**src/rtl/adam_axil_obi_pkg.sv**
```systemverilog
// -----------------------------------------------------------------------------
// adam_axil_obi_pkg
// Shared declarations for the AXI-Lite to OBI bridge:
//   - state_e     : bridge FSM state encoding
//   - RESP_OKAY   : AXI response code for a good transfer
//   - RESP_SLVERR : AXI response code for a slave-side error
// -----------------------------------------------------------------------------
package adam_axil_obi_pkg;

    typedef enum logic [2:0] {
        IDLE   = 3'd0,
        REQ    = 3'd1,
        RESP   = 3'd2,
        AXI_B  = 3'd3,
        AXI_R  = 3'd4,
        PAUSED = 3'd5
    } state_e;

    localparam logic [1:0] RESP_OKAY   = 2'b00;
    localparam logic [1:0] RESP_SLVERR = 2'b10;

endpackage

```
**src/rtl/adam_axil_obi_bridge.sv**
```systemverilog
// -----------------------------------------------------------------------------
// adam_axil_obi_bridge
// Converts AXI-Lite slave traffic into OBI master transactions, one at a time.
// AW and W are held independently until both are present; AR is taken directly
// in IDLE. When a write and a read are eligible in the same cycle, a
// round-robin flag picks the side that did not win the previous tie.
// A pause request lets the in-flight transfer finish, then parks the bridge in
// PAUSED with pause_ack high until the request drops.
//
// Optional feature: define ADAM_AXIL_OBI_ERR_EN to report OBI err as SLVERR on
// B/R. Without it err is ignored and every response is OKAY.
//
// Ports:
//   clk, rst_n                      clock, asynchronous active-low reset
//   i_pause_req / o_pause_ack       pause handshake
//   i_aw_* / o_aw_ready             AXI write address channel
//   i_w_*  / o_w_ready              AXI write data channel
//   o_b_*  / i_b_ready              AXI write response channel
//   i_ar_* / o_ar_ready             AXI read address channel
//   o_r_*  / i_r_ready              AXI read data channel
//   o_req, i_gnt, o_addr, o_we, o_be, o_wdata   OBI request channel
//   i_rvalid, o_rready, i_rdata, i_err          OBI response channel
// -----------------------------------------------------------------------------
module adam_axil_obi_bridge
    import adam_axil_obi_pkg::*;
#(
    parameter int ADDR_WIDTH = 32,
    parameter int DATA_WIDTH = 32
) (
    input  logic                    clk,
    input  logic                    rst_n,

    input  logic                    i_pause_req,
    output logic                    o_pause_ack,

    input  logic                    i_aw_valid,
    output logic                    o_aw_ready,
    input  logic [ADDR_WIDTH-1:0]   i_aw_addr,

    input  logic                    i_w_valid,
    output logic                    o_w_ready,
    input  logic [DATA_WIDTH-1:0]   i_w_data,
    input  logic [DATA_WIDTH/8-1:0] i_w_strb,

    output logic                    o_b_valid,
    input  logic                    i_b_ready,
    output logic [1:0]              o_b_resp,

    input  logic                    i_ar_valid,
    output logic                    o_ar_ready,
    input  logic [ADDR_WIDTH-1:0]   i_ar_addr,

    output logic                    o_r_valid,
    input  logic                    i_r_ready,
    output logic [DATA_WIDTH-1:0]   o_r_data,
    output logic [1:0]              o_r_resp,

    output logic                    o_req,
    input  logic                    i_gnt,
    output logic [ADDR_WIDTH-1:0]   o_addr,
    output logic                    o_we,
    output logic [DATA_WIDTH/8-1:0] o_be,
    output logic [DATA_WIDTH-1:0]   o_wdata,
    input  logic                    i_rvalid,
    output logic                    o_rready,
    input  logic [DATA_WIDTH-1:0]   i_rdata,
    input  logic                    i_err
);

    localparam int STRB_WIDTH = DATA_WIDTH / 8;

    state_e                  r_state,     w_state_next;
    // AXI holding registers
    logic                    r_aw_full,   w_aw_full_next;
    logic [ADDR_WIDTH-1:0]   r_aw_addr,   w_aw_addr_next;
    logic                    r_w_full,    w_w_full_next;
    logic [DATA_WIDTH-1:0]   r_w_data,    w_w_data_next;
    logic [STRB_WIDTH-1:0]   r_w_strb,    w_w_strb_next;
    logic                    r_ar_pend,   w_ar_pend_next;
    logic [ADDR_WIDTH-1:0]   r_ar_addr,   w_ar_addr_next;
    logic                    r_last_read, w_last_read_next;
    // Registered AXI outputs
    logic                    r_aw_ready,  w_aw_ready_next;
    logic                    r_w_ready,   w_w_ready_next;
    logic                    r_ar_ready,  w_ar_ready_next;
    logic                    r_b_valid,   w_b_valid_next;
    logic                    r_r_valid,   w_r_valid_next;
    logic [DATA_WIDTH-1:0]   r_r_data,    w_r_data_next;
    logic [1:0]              r_resp,      w_resp_next;
    logic                    r_pause_ack, w_pause_ack_next;
    // Registered OBI outputs
    logic                    r_req,       w_req_next;
    logic [ADDR_WIDTH-1:0]   r_addr,      w_addr_next;
    logic                    r_we,        w_we_next;
    logic [STRB_WIDTH-1:0]   r_be,        w_be_next;
    logic [DATA_WIDTH-1:0]   r_wdata,     w_wdata_next;
    logic                    r_rready,    w_rready_next;

    logic w_aw_hs, w_w_hs, w_ar_hs;
    logic w_wr_elig, w_rd_elig, w_pick_write;
    logic w_err_flag;

`ifdef ADAM_AXIL_OBI_ERR_EN
    assign w_err_flag = i_err;
`else
    logic w_unused_err;
    assign w_unused_err = i_err;
    assign w_err_flag   = 1'b0;
`endif

    assign w_aw_hs = r_aw_ready & i_aw_valid;
    assign w_w_hs  = r_w_ready  & i_w_valid;
    assign w_ar_hs = r_ar_ready & i_ar_valid;

    always_comb begin
        w_state_next     = r_state;
        w_aw_full_next   = r_aw_full;
        w_aw_addr_next   = r_aw_addr;
        w_w_full_next    = r_w_full;
        w_w_data_next    = r_w_data;
        w_w_strb_next    = r_w_strb;
        w_ar_pend_next   = r_ar_pend;
        w_ar_addr_next   = r_ar_addr;
        w_last_read_next = r_last_read;
        w_r_data_next    = r_r_data;
        w_resp_next      = r_resp;
        w_req_next       = r_req;
        w_addr_next      = r_addr;
        w_we_next        = r_we;
        w_be_next        = r_be;
        w_wdata_next     = r_wdata;
        w_wr_elig        = 1'b0;
        w_rd_elig        = 1'b0;
        w_pick_write     = 1'b0;

        if (w_aw_hs) begin
            w_aw_full_next = 1'b1;
            w_aw_addr_next = i_aw_addr;
        end
        if (w_w_hs) begin
            w_w_full_next = 1'b1;
            w_w_data_next = i_w_data;
            w_w_strb_next = i_w_strb;
        end
        if (w_ar_hs) begin
            w_ar_addr_next = i_ar_addr;
        end

        case (r_state)
            IDLE: begin
                w_wr_elig = r_aw_full & r_w_full;
                w_rd_elig = w_ar_hs | r_ar_pend;
                // The flag only moves on a genuine tie, so a read that was
                // parked behind a write does not count as a win for reads.
                if (w_wr_elig && w_rd_elig) begin
                    w_pick_write     = r_last_read;
                    w_last_read_next = ~r_last_read;
                end else begin
                    w_pick_write     = w_wr_elig;
                end

                if (w_wr_elig || w_rd_elig) begin
                    w_state_next = REQ;
                    w_req_next   = 1'b1;
                    if (w_pick_write) begin
                        w_we_next    = 1'b1;
                        w_addr_next  = r_aw_addr;
                        w_be_next    = r_w_strb;
                        w_wdata_next = r_w_data;
                        // An AR accepted in the same cycle waits its turn.
                        if (w_ar_hs) begin
                            w_ar_pend_next = 1'b1;
                        end
                    end else begin
                        w_we_next      = 1'b0;
                        w_addr_next    = w_ar_hs ? i_ar_addr : r_ar_addr;
                        w_be_next      = '1;
                        w_wdata_next   = '0;
                        w_ar_pend_next = 1'b0;
                    end
                end else if (i_pause_req) begin
                    w_state_next = PAUSED;
                end
            end

            REQ: begin
                if (i_gnt) begin
                    w_req_next = 1'b0;
                    // Response may arrive together with the grant.
                    if (i_rvalid) begin
                        w_r_data_next = i_rdata;
                        w_resp_next   = w_err_flag ? RESP_SLVERR : RESP_OKAY;
                        w_state_next  = r_we ? AXI_B : AXI_R;
                    end else begin
                        w_state_next  = RESP;
                    end
                end
            end

            RESP: begin
                if (i_rvalid) begin
                    w_r_data_next = i_rdata;
                    w_resp_next   = w_err_flag ? RESP_SLVERR : RESP_OKAY;
                    w_state_next  = r_we ? AXI_B : AXI_R;
                end
            end

            AXI_B: begin
                if (i_b_ready) begin
                    w_state_next   = IDLE;
                    w_aw_full_next = 1'b0;
                    w_w_full_next  = 1'b0;
                end
            end

            AXI_R: begin
                if (i_r_ready) begin
                    w_state_next = IDLE;
                end
            end

            PAUSED: begin
                if (!i_pause_req) begin
                    w_state_next = IDLE;
                end
            end

            default: begin
                w_state_next = IDLE;
            end
        endcase

        // All handshake outputs follow the state the FSM is about to enter.
        w_rready_next    = (w_state_next == RESP);
        w_b_valid_next   = (w_state_next == AXI_B);
        w_r_valid_next   = (w_state_next == AXI_R);
        w_pause_ack_next = (w_state_next == PAUSED);
        w_aw_ready_next  = !w_aw_full_next && (w_state_next != PAUSED) && !i_pause_req;
        w_w_ready_next   = !w_w_full_next  && (w_state_next != PAUSED) && !i_pause_req;
        w_ar_ready_next  = (w_state_next == IDLE) && !i_pause_req && !w_ar_pend_next;
    end

    always_ff @(posedge clk or negedge rst_n) begin
        if (!rst_n) begin
            r_state     <= IDLE;
            r_aw_full   <= 1'b0;
            r_aw_addr   <= '0;
            r_w_full    <= 1'b0;
            r_w_data    <= '0;
            r_w_strb    <= '0;
            r_ar_pend   <= 1'b0;
            r_ar_addr   <= '0;
            r_last_read <= 1'b1;
            r_aw_ready  <= 1'b0;
            r_w_ready   <= 1'b0;
            r_ar_ready  <= 1'b0;
            r_b_valid   <= 1'b0;
            r_r_valid   <= 1'b0;
            r_r_data    <= '0;
            r_resp      <= RESP_OKAY;
            r_pause_ack <= 1'b0;
            r_req       <= 1'b0;
            r_addr      <= '0;
            r_we        <= 1'b0;
            r_be        <= '0;
            r_wdata     <= '0;
            r_rready    <= 1'b0;
        end else begin
            r_state     <= w_state_next;
            r_aw_full   <= w_aw_full_next;
            r_aw_addr   <= w_aw_addr_next;
            r_w_full    <= w_w_full_next;
            r_w_data    <= w_w_data_next;
            r_w_strb    <= w_w_strb_next;
            r_ar_pend   <= w_ar_pend_next;
            r_ar_addr   <= w_ar_addr_next;
            r_last_read <= w_last_read_next;
            r_aw_ready  <= w_aw_ready_next;
            r_w_ready   <= w_w_ready_next;
            r_ar_ready  <= w_ar_ready_next;
            r_b_valid   <= w_b_valid_next;
            r_r_valid   <= w_r_valid_next;
            r_r_data    <= w_r_data_next;
            r_resp      <= w_resp_next;
            r_pause_ack <= w_pause_ack_next;
            r_req       <= w_req_next;
            r_addr      <= w_addr_next;
            r_we        <= w_we_next;
            r_be        <= w_be_next;
            r_wdata     <= w_wdata_next;
            r_rready    <= w_rready_next;
        end
    end

    assign o_pause_ack = r_pause_ack;
    assign o_aw_ready  = r_aw_ready;
    assign o_w_ready   = r_w_ready;
    assign o_ar_ready  = r_ar_ready;
    assign o_b_valid   = r_b_valid;
    assign o_b_resp    = r_resp;
    assign o_r_valid   = r_r_valid;
    assign o_r_data    = r_r_data;
    assign o_r_resp    = r_resp;
    assign o_req       = r_req;
    assign o_addr      = r_addr;
    assign o_we        = r_we;
    assign o_be        = r_be;
    assign o_wdata     = r_wdata;
    assign o_rready    = r_rready;

endmodule

```
**config.mk**
```make
export PLATFORM = sky130hd
export DESIGN_NAME = adam_axil_obi_bridge
export DESIGN_NICKNAME = d
export VERILOG_FILES = /design/src/rtl/adam_axil_obi_pkg.sv /design/src/rtl/adam_axil_obi_bridge.sv
export SDC_FILE = /design/constraint.sdc
export NUM_CORES = 1
export LEC_CHECK = 0
export BUFFER_PORTS_ARGS = -buffer_cell sky130_fd_sc_hd__buf_2
export CORE_MARGIN = 2
export CORE_UTILIZATION = 46
export DETAILED_ROUTE_END_ITERATION = 8
export PLACE_DENSITY = 0.75
export SYNTH_ARGS = -nofsm -noshare
export SYNTH_HDL_FRONTEND = slang
export SYNTH_SLANG_ARGS = --single-unit
export TNS_END_PERCENT = 10
```
**constraint.sdc**
```tcl
create_clock -name clk -period 1.65 [get_ports clk]
set_input_delay 0.165 -clock clk [delete_from_list [all_inputs] [get_ports clk]]
set_output_delay 0.165 -clock clk [all_outputs]
set_load 0.01 [all_outputs]
```
==> impl_metrics.csv, run 1 <==
group,metric,value,unit
status,status,"finished, violations left",
status,failed_checks,"setup timing",
logic_synthesis,post-synth-top-area-cell,"sky130_fd_sc_hd__dfrtp_1",
logic_synthesis,synth_area_leaders,"sky130_fd_sc_hd__dfrtp_1 63%, sky130_fd_sc_hd__mux2_2 13%, sky130_fd_sc_hd__mux2_4 5.3%",
sta,setup_slack,-0.0174,ns
floorplanning,dieWidth,140,um
logic_synthesis,ys_top_cells_by_count,"215 x sky130_fd_sc_hd__dfrtp_1, 98 x sky130_fd_sc_hd__mux2_2, 41 x sky130_fd_sc_hd__nand2_1",
cts,clkTransAtPathRegs,0.06,ns
grt,track_usage,0.216,
critical_path,startpoint,"r_state[1]$_DFF_PN0_",
finish,final_net_count,1125,
sta,fmax,600,MHz
power,p_leak,0.00613,uW
placed_design,dp_hpwl,12.7,mm
power,power-per-cell-area,1860,nW/um2
sta,fin_hold_ws,0.0979,ns
placed_design,gp_congestion,0.788,
routing,post_drt_via_cell_ratio,5.07,
floorplanning,boundaryPins,256,
logic_synthesis,synth_cells,578,
logic_synthesis,number_of_distinct_library_cell_variants_in_the_gate_level_netlist_after_synthesis,44,
logic_synthesis,synth_seq_cells,216,
floorplanning,initial_utilization,0.472,
power,power_switching,7330,uW
logic_synthesis,syn_area_per_cell,14.8,um2
sta,final_hold_viol_count,0,
power,worst_case_vdd_ir_drop,0.00113,V
routing,drt_iter0_drc,273,
critical_path,timing.setup.critical_path_class,"flop to flop",
logic_synthesis,synth_top_area_frac,0.630,
routing,drt_antenna_net_count,0,
finish,filler_cells,1197,
critical_path,critical_path.reg2reg.startpoint,"r_state[1]$_DFF_PN0_",
routing,firstDrtPassIters,4,
logic_synthesis,synthesis.area,8540,um2
job,cap_viol_max_count,0,
power,power_switching_share,0.316,
power,share_seq_of_total_power,0.388,
logic_synthesis,yosysMostFrequentCell,"sky130_fd_sc_hd__dfrtp_1",
floorplanning,die_area,19700,um2
grt,grt-ovfl-total,0,
critical_path,required_time_at_the_worst_slack_endpoint,2.03,ns
routing,drt_drc_violations_left,0,
placed_design,post_dp_cell_area,10200,um2
worst_hold_path,min-delay-path-class,"input port to flop",
cts,numCtsBuffers,23,
grt,grt_pass1_wl,34.5,mm
cts,tritoncts_clock_tree,"yes",
routing,via_count,6220,
logic_synthesis,synth_seq_area_share,0.633,
critical_path,setup.worst_path.start_class,"flop",
grt,via_count_of_the_first_global_routing_pass,6738,
floorplanning,placementRows,49,
cts,clock_insertion_delay_worst_skew,0.50,ns
logic_synthesis,synth-edff-count,0,
finish,antenna_cells,0,
sta,setup_viol,1,
finish,drive_above_1_share,0.454,
finish,final_design_area_no_fill,12500,um2
logic_synthesis,async_flop_share,1.00,
routing,wirelength,21.2,mm
cts,clock-root-buffer,"sky130_fd_sc_hd__clkbuf_16",
sta,fin_crit,1.67,ns
critical_path,timing.critical_path.fanout_max,14,
finish,final_non_filler_cell_total,1227,
logic_synthesis,synth_top_flop_cell,"sky130_fd_sc_hd__dfrtp_1",
sta,worst_clock_skew_on_the_final_layout,0.0133,ns
placed_design,port_buffers,250,
sta,finalMaxSlewViolations,0,
logic_synthesis,synth.yosys.warnings,0,
power,cell_internal_pwr,15900,uW
grt,grt_antenna_before_repair,0,
cts,cts.sinks,216,
cts,clock_path_buffers,3,
power,share_of_total_power_in_combinational_logic,0.367,
sta,rsz0062_at_grt,"yes",
placed_design,dp.cells,1047,
critical_path,critical_path.endpoint_type,"flop",
finish,area_delta_synth_final,45.8,%
sta,period_share,1.01,
floorplanning,core_area,18100,um2
worst_hold_path,min-delay-start,"i_aw_valid",
power,p_clk_frac,0.245,
floorplanning,dieHeight,140,um
cts,cts.htree.levels,1,
grt,grt_start_max_net_pins,58,
routing,avgRoutedWirePerCell,17.3,um
critical_path,worst_ep_arrival_time,2.05,ns
==> metrics by stage <==
| step | setup TNS (ns) | power [uW] | util | setup slack, ns |
|---|---|---|---|---|
| global placement | 0 | 16800 | 0.564 | 0.0379 |
| detailed placement | 0 | 17200 | 0.564 | 0.00437 |
| global route | -3.23 | 24600 | 0.689 | -0.0865 |
| CTS | 0 | 23200 | 0.687 | 0.00572 |
| finish | -0.0174 | 23200 | 0.689 | -0.0174 |
| floorplan | 0 | 14300 | - | 0.0683 |
==> sequential cells by signal, indices dropped and copies added, names as in the netlist, 3 cells and up <==
register,flops
o_addr,32
o_r_data,32
o_wdata,32
r_ar_addr,32
r_aw_addr,32
r_w_data,32
o_be,4
r_w_strb,4
r_state,3
==> final timing paths <==
path	depth (start not counted)	slack (ns)	end
max in group asynchronous	3	0.82	o_addr[9]$_DFFE_PN0P_
min in group asynchronous	2	0.17	r_aw_addr[15]$_DFFE_PN0P_
min	3	0.1	r_aw_full$_DFF_PN0_
max reg2reg	5	-0.02	o_r_data[31]$_DFFE_PN0P_
min reg2reg	1	0.48	o_wdata[7]$_DFFE_PN0P_
max	5	-0.02	o_r_data[31]$_DFFE_PN0P_
==> cell type report <==
type,count,area (um2),area share
flip-flops and latches,216,5410,0.434
repair buffers,412,2980,0.239
multi-input cells,328,2940,0.236
clock buffers,30,632,0.0507
well taps,229,287,0.0230
clock inverters,11,211,0.0170
inverters,1,3.75,0.000301
==> power groups by stage <==
stage	sequential (uW)	combinational (uW)	clock [uW]
CTS	8940	8470	5800
global placement	8900	7910	0
detailed placement	8990	8190	0
global route	9280	9280	6040
finish	9010	8520	5680
floorplan	9290	5020	0
==> timing repair <==
| item | 4_1_cts | 5_1_grt |
|---|---|---|
| setup buffers | 0 | 1 |
| hold buffers | 138 | 0 |
| endpoints found under the hold margin | 238 | 0 |
| pin swaps | 0 | 1 |
| setup endpoints to repair | 3 | 78 |
| gates resized for setup | 1 | 5 |
==> kinds of logic (layout without fill, tap and decap cells) <==
group	after synthesis	in the layout	synth area share
other cells	1	4	0.000439
flops	216	216	0.633
xor+xnor	2	2	0.00205
mux	164	164	0.225
simple gates	68	68	0.0375
buf+inv	37	454	0.0275
compound gates	90	90	0.0747
==> cells in the final DEF, fill, tap and decap left out, drive strengths merged <==
cell         instances
a211oi               1
a21boi               1
a21oi                7
a221o                2
a22o                32
a2bb2oi              1
a31oi                4
a32oi                1
and2                 6
buf                273
bufinv               6
clkbuf              31
clkinv               4
clkinvlp             1
conb                 4
dfrtp              215
dfstp                1
dlygate4sd3        138
inv                  1
mux2               132
mux2i               32
nand2               42
nand2b               2
nand3b               1
nor2                 7
nor2b                4
nor3                 2
nor4                 1
o211a                1
o211ai               1
o21ai               32
o21bai               2
o22a                 5
or2                  2
or3                  1
xnor2                1
xor2                 1
==> worst max-delay path: stages, from the launching register on <==
cell	delay (ns)
sky130_fd_sc_hd__dfrtp_2	0.45
sky130_fd_sc_hd__nand3b_1	0.21
sky130_fd_sc_hd__a21oi_2	0.18
sky130_fd_sc_hd__and2_4	0.20
sky130_fd_sc_hd__buf_12	0.17
sky130_fd_sc_hd__mux2_1	0.34
==> metal layers <==
layer  part of all wire  track usage  vias up
met3              0.055       0.0431       57
met5                  0            0        -
li1                   -            -     2855
met2               0.52        0.385      212
met4              0.036       0.0813        0
met1               0.39        0.261     3096
Note: power is estimated with default switching activity, not from simulation.
==> run 2: changes to the inputs <==
--- a/config.mk
+++ b/config.mk
@@ -6,7 +6,6 @@
 export NUM_CORES = 1
 export LEC_CHECK = 0
 export BUFFER_PORTS_ARGS = -buffer_cell sky130_fd_sc_hd__buf_2
-export CORE_MARGIN = 2
 export CORE_UTILIZATION = 46
 export DETAILED_ROUTE_END_ITERATION = 8
 export PLACE_DENSITY = 0.75
==> impl_metrics.csv, run 2 (synthesis results as in run 1) <==
group,metric,value,unit
floorplanning,initial_utilization,0.472,
critical_path,setup.worst_path.start_class,"flop",
power,p_leak,0.00613,uW
cts,numCtsBuffers,24,
grt,track_usage,0.226,
critical_path,critical_path.endpoint_type,"flop",
sta,finalMaxSlewViolations,0,
finish,most_frequent_standard_cell_in_the_layout_excluding_fill_and_tap_cells,"sky130_fd_sc_hd__buf_2",
power,report.power.total,22800,uW
finish,final_design_area_no_fill,12400,um2
sta,fin_crit,1.67,ns
routing,firstDrtPassIters,8,
power,worst_case_vdd_ir_drop,0.000992,V
finish,commonest_cells_after_routing_fill_and_taps_aside,"249 x sky130_fd_sc_hd__buf_2, 214 x sky130_fd_sc_hd__dfrtp_1, 137 x sky130_fd_sc_hd__dlygate4sd3_1",
sta,setup_viol,7,
floorplanning,dieHeight,138,um
cts,clkTransAtPathRegs,0.06,ns
cts,clock_insertion_delay_worst_skew,0.50,ns
floorplanning,dieWidth,138,um
cts,cts.sinks,216,
placed_design,post_dp_cell_area,10200,um2
cts,clock-root-buffer,"sky130_fd_sc_hd__clkbuf_16",
critical_path,required_time_at_the_worst_slack_endpoint,2.03,ns
floorplanning,placementRows,49,
cts,cts.htree.levels,1,
job,cap_viol_max_count,0,
sta,fmax,599,MHz
status,status,"finished, violations left",
power,power-per-cell-area,1840,nW/um2
grt,grt_antenna_before_repair,2,
routing,drt_iter0_drc,247,
finish,drive_above_1_share,0.453,
sta,setup_slack,-0.0185,ns
grt,via_count_of_the_first_global_routing_pass,6917,
sta,fin_hold_ws,0.0242,ns
grt,grt_start_max_net_pins,65,
critical_path,worst_ep_arrival_time,2.05,ns
placed_design,port_buffers,250,
placed_design,dp_hpwl,12.7,mm
finish,final_net_count,1130,
floorplanning,boundaryPins,256,
cts,clock_path_buffers,3,
sta,rsz0062_at_grt,"yes",
placed_design,dp_slack,0.0189,ns
grt,grt-ovfl-total,0,
finish,area_delta_synth_final,45.6,%
routing,avgRoutedWirePerCell,17.1,um
finish,filler_cells,1233,
routing,post_drt_via_cell_ratio,5.09,
finish,final_non_filler_cell_total,1233,
sta,period_share,1.01,
floorplanning,core_area,18100,um2
grt,grt_pass1_wl,34.9,mm
sta,final_hold_viol_count,0,
worst_hold_path,min-delay-path-class,"input port to flop",
placed_design,dp.cells,1051,
sta,worst_clock_skew_on_the_final_layout,0.0164,ns
critical_path,timing.critical_path.fanout_max,10,
routing,drt_drc_violations_left,30,
placed_design,gp_congestion,0.765,
floorplanning,die_area,19100,um2
critical_path,timing.setup.critical_path_class,"flop to flop",
status,failed_checks,"DRC, setup timing",
routing,wirelength,21.1,mm
cts,tritoncts_clock_tree,"yes",
routing,drt_antenna_net_count,0,
routing,via_count,6280,
[run 2: cell types whose count changed in the layout (fill, tap and decap cells not counted), sizes merged, moves of 2 or more]
cell    before  now
clkbuf      31   39
bufinv       6    1
diode        0    2
buf        273  277
clkinv       4    2
[run 2: cell type report]
| type | count | area (um2) | area share |
|---|---|---|---|
| Clock inverter | 4 | 48.8 | 0.00393 |
| Clock buffer | 37 | 731 | 0.0588 |
| Inverter | 1 | 3.75 | 0.000302 |
| Multi-Input combinational cell | 328 | 2950 | 0.237 |
| Tap cell | 229 | 287 | 0.0230 |
| Antenna cell | 2 | 5.00 | 0.000403 |
| Sequential cell | 216 | 5410 | 0.435 |
| Timing Repair Buffer | 416 | 3000 | 0.242 |
[run 2: final timing paths]
check | start | end | slack, ns | cells past startpoint
min in group asynchronous | rst_n | o_addr[17]$_DFFE_PN0P_ | 0.19 | 2
max reg2reg | r_state[1]$_DFF_PN0_ | o_r_data[23]$_DFFE_PN0P_ | -0.02 | 5
min | i_w_valid | r_w_full$_DFF_PN0_ | 0.02 | 3
max | r_state[1]$_DFF_PN0_ | o_r_data[23]$_DFFE_PN0P_ | -0.02 | 5
min reg2reg | o_addr[7]$_DFFE_PN0P_ | o_addr[7]$_DFFE_PN0P_ | 0.48 | 2
max in group asynchronous | rst_n | r_aw_addr[1]$_DFFE_PN0P_ | 0.81 | 3
[run 2: critical path, stage by stage, from the launching register on]
cell                       delay [ns]
sky130_fd_sc_hd__dfrtp_2         0.44
sky130_fd_sc_hd__nand3b_1        0.20
sky130_fd_sc_hd__a21oi_2         0.18
sky130_fd_sc_hd__and2_4          0.24
sky130_fd_sc_hd__buf_12          0.17
sky130_fd_sc_hd__mux2_4          0.31
[run 2: per-layer routing]
metal / GRT usage / vias up / share of wire
li1: - / 2883 / -
met1: 0.265 / 3146 / 0.40
met2: 0.407 / 199 / 0.52
met3: 0.0447 / 52 / 0.053
met4: 0.0899 / 0 / 0.027
met5: 0 / - / 0
[run 2: stage by stage]
step	setup TNS [ns]	utilization
2_1_floorplan	0	-
3_3_place_gp	0	0.565
3_5_place_dp	0	0.565
4_1_cts	0	0.684
5_1_grt	-1.52	0.687
6_report	-0.0461	0.687
[run 2: where the power goes]
| part | switching [uW] | internal (uW) | leakage, uW |
|---|---|---|---|
| sequential | 1240 | 7770 | 0.00264 |
| combinational | 4100 | 4530 | 0.00310 |
| clock | 2000 | 3180 | 0.000385 |
| total | 7340 | 15500 | 0.00613 |
[run 2: what timing repair did]
item                                   4_1_cts  5_1_grt
hold buffers                               137        0
resized for setup                            0        5
endpoints found under the hold margin      194        0
buffers inserted                             0        1
setup endpoints to repair                    0       70
==> run 3: changes to the inputs <==
--- a/config.mk
+++ b/config.mk
@@ -6,9 +6,8 @@
 export NUM_CORES = 1
 export LEC_CHECK = 0
 export BUFFER_PORTS_ARGS = -buffer_cell sky130_fd_sc_hd__buf_2
-export CORE_UTILIZATION = 46
+export CORE_UTILIZATION = 40
 export DETAILED_ROUTE_END_ITERATION = 8
-export PLACE_DENSITY = 0.75
 export SYNTH_ARGS = -nofsm -noshare
 export SYNTH_HDL_FRONTEND = slang
 export SYNTH_SLANG_ARGS = --single-unit
==> constraint.sdc (replaced) <==
create_clock -name clk -period 1.8 [get_ports clk]
set_input_delay 0.18 -clock clk [delete_from_list [all_inputs] [get_ports clk]]
set_output_delay 0.18 -clock clk [all_outputs]
set_load 0.01 [all_outputs]
==> impl_metrics.csv, run 3 (synthesis results as in run 1) <==
group,metric,value,unit
floorplanning,boundaryPins,256,
routing,avgRoutedWirePerCell,16.2,um
power,p_clk_frac,0.244,
power,cell_internal_pwr,14300,uW
placed_design,port_buffers,250,
grt,track_usage,0.189,
power,share_of_total_power_in_combinational_logic,0.364,
finish,drive_above_1_share,0.450,
critical_path,crit_chain,"buf_4, nor2b_1, a31oi_1, nor2_1, dlygate4sd3_1",
placed_design,gp_congestion,0.792,
critical_path,max_stage_delay,0.55,ns
sta,final_hold_viol_count,0,
finish,final_design_area_no_fill,12400,um2
power,power_switching,6670,uW
cts,clock_path_buffers,3,
critical_path,cell_type_of_the_slowest_stage_on_the_worst_timing_path,"sky130_fd_sc_hd__dlygate4sd3_1",
critical_path,timing.critical_path.fanout_max,6,
sta,worst_clock_skew_on_the_final_layout,0.0139,ns
finish,area_delta_synth_final,45.2,%
floorplanning,core_area,21000,um2
routing,drt_iter0_drc,208,
critical_path,critical_path.endpoint_type,"flop",
grt,grt-ovfl-total,0,
cts,numCtsBuffers,24,
placed_design,post_dp_cell_area,10200,um2
sta,finalMaxSlewViolations,0,
floorplanning,dieWidth,148,um
finish,filler_cells,1659,
routing,firstDrtPassIters,6,
job,cap_viol_max_count,0,
grt,grt_antenna_before_repair,1,
cts,cts.sinks,216,
sta,setup-tns-final,0,ns
worst_hold_path,min-delay-path-class,"input port to flop",
critical_path,timing.reg2reg.setup_slack,0.09,ns
floorplanning,placementRows,53,
sta,period_share,0.953,
grt,grt_start_max_net_pins,68,
cts,clock_insertion_delay_worst_skew,0.51,ns
sta,fmax,583,MHz
sta,setup_viol,0,
floorplanning,initial_utilization,0.408,
finish,most_frequent_standard_cell_in_the_layout_excluding_fill_and_tap_cells,"sky130_fd_sc_hd__buf_2",
floorplanning,die_area,21900,um2
power,share_seq_of_total_power,0.393,
sta,rsz0062_at_grt,"no",
power,power_switching_share,0.318,
grt,via_count_of_the_first_global_routing_pass,6590,
critical_path,worst_ep_arrival_time,2.15,ns
grt,grt_pass1_wl,33.3,mm
routing,post_drt_via_cell_ratio,4.75,
finish,final_non_filler_cell_total,1270,
routing,wirelength,20.5,mm
finish,commonest_cells_after_routing_fill_and_taps_aside,"249 x sky130_fd_sc_hd__buf_2, 214 x sky130_fd_sc_hd__dfrtp_1, 138 x sky130_fd_sc_hd__dlygate4sd3_1",
cts,postCtsSetupBuffers,0,
cts,clock-root-buffer,"sky130_fd_sc_hd__clkbuf_16",
routing,drt_antenna_net_count,0,
critical_path,setup.worst_path.start_class,"flop",
power,p_leak,0.00609,uW
placed_design,dp_hpwl,13.3,mm
cts,clkTransAtPathRegs,0.06,ns
cts,tritoncts_clock_tree,"yes",
critical_path,timing.setup.critical_path_class,"flop to flop",
power,power-per-cell-area,1690,nW/um2
placed_design,dp.cells,1087,
finish,final_net_count,1119,
routing,via_count,6032,
routing,drt_drc_violations_left,0,
critical_path,required_time_at_the_worst_slack_endpoint,2.24,ns
sta,fin_crit,1.71,ns
floorplanning,dieHeight,148,um
cts,cts.htree.levels,1,
power,worst_case_vdd_ir_drop,0.000807,V
status,status,"completed",
-- run 3: metal layers --
layer / up-vias / track usage / routed length, um
met5: - / 0 / 0
met4: 0 / 0.0510 / 382
met3: 32 / 0.0482 / 1340
met2: 170 / 0.328 / 10200
met1: 2991 / 0.232 / 8670
li1: 2839 / - / -
-- run 3: final cells by class --
type / count / area [um2] / area share
sequential: 216 / 5410 / 0.436
multi-input combinational: 328 / 2930 / 0.236
antenna: 1 / 2.50 / 0.000202
clock inverter: 15 / 178 / 0.0143
tap: 275 / 344 / 0.0277
timing repair buffer: 405 / 2880 / 0.232
clock buffer: 29 / 661 / 0.0533
inverter: 1 / 3.75 / 0.000303
-- run 3: critical path: cells and delay by family (launching register included) --
kind	cells	cell delay, ns
flops	1	0.44
simple gates	2	0.32
compound gates	1	0.15
buf+inv	2	0.74
-- run 3: stage by stage --
stage          total power, uW  hold WS (ns)  setup slack [ns]   util
3_5_place_dp             15700         0.153            0.0772  0.486
2_1_floorplan            13100        -0.116             0.218      -
3_3_place_gp             15300         0.141             0.136  0.486
5_1_grt                  22300        0.0245           0.00470  0.592
6_report                 21000        0.0290            0.0851  0.592
4_1_cts                  21200       0.00419            0.0534  0.592
-- run 3: power by group through the flow --
stage          Clock [uW]  Sequential (uW)  Combinational, uW
2_1_floorplan           0             8520               4600
3_3_place_gp            0             8150               7180
3_5_place_dp            0             8270               7440
4_1_cts              5260             8210               7700
5_1_grt              5480             8480               8330
6_report             5100             8220               7620
-- run 3: worst paths after layout --
kind | start | end | depth (start not counted)
hold / removal | i_ar_valid | r_ar_pend$_DFF_PN0_ | 3
min in group asynchronous | rst_n | r_aw_addr[16]$_DFFE_PN0P_ | 2
setup / recovery | r_state[2]$_DFF_PN0_ | o_w_ready$_DFF_PN0_ | 5
hold reg to reg | o_addr[4]$_DFFE_PN0P_ | o_addr[4]$_DFFE_PN0P_ | 2
setup reg to reg | r_state[2]$_DFF_PN0_ | o_w_ready$_DFF_PN0_ | 5
max in group asynchronous | rst_n | o_addr[13]$_DFFE_PN0P_ | 3
-- run 3: what timing repair did --
item	in CTS	in global routing
hold buffers	138	0
setup endpoints to repair	0	3
resized for setup	0	1
endpoints found under the hold margin	180	0
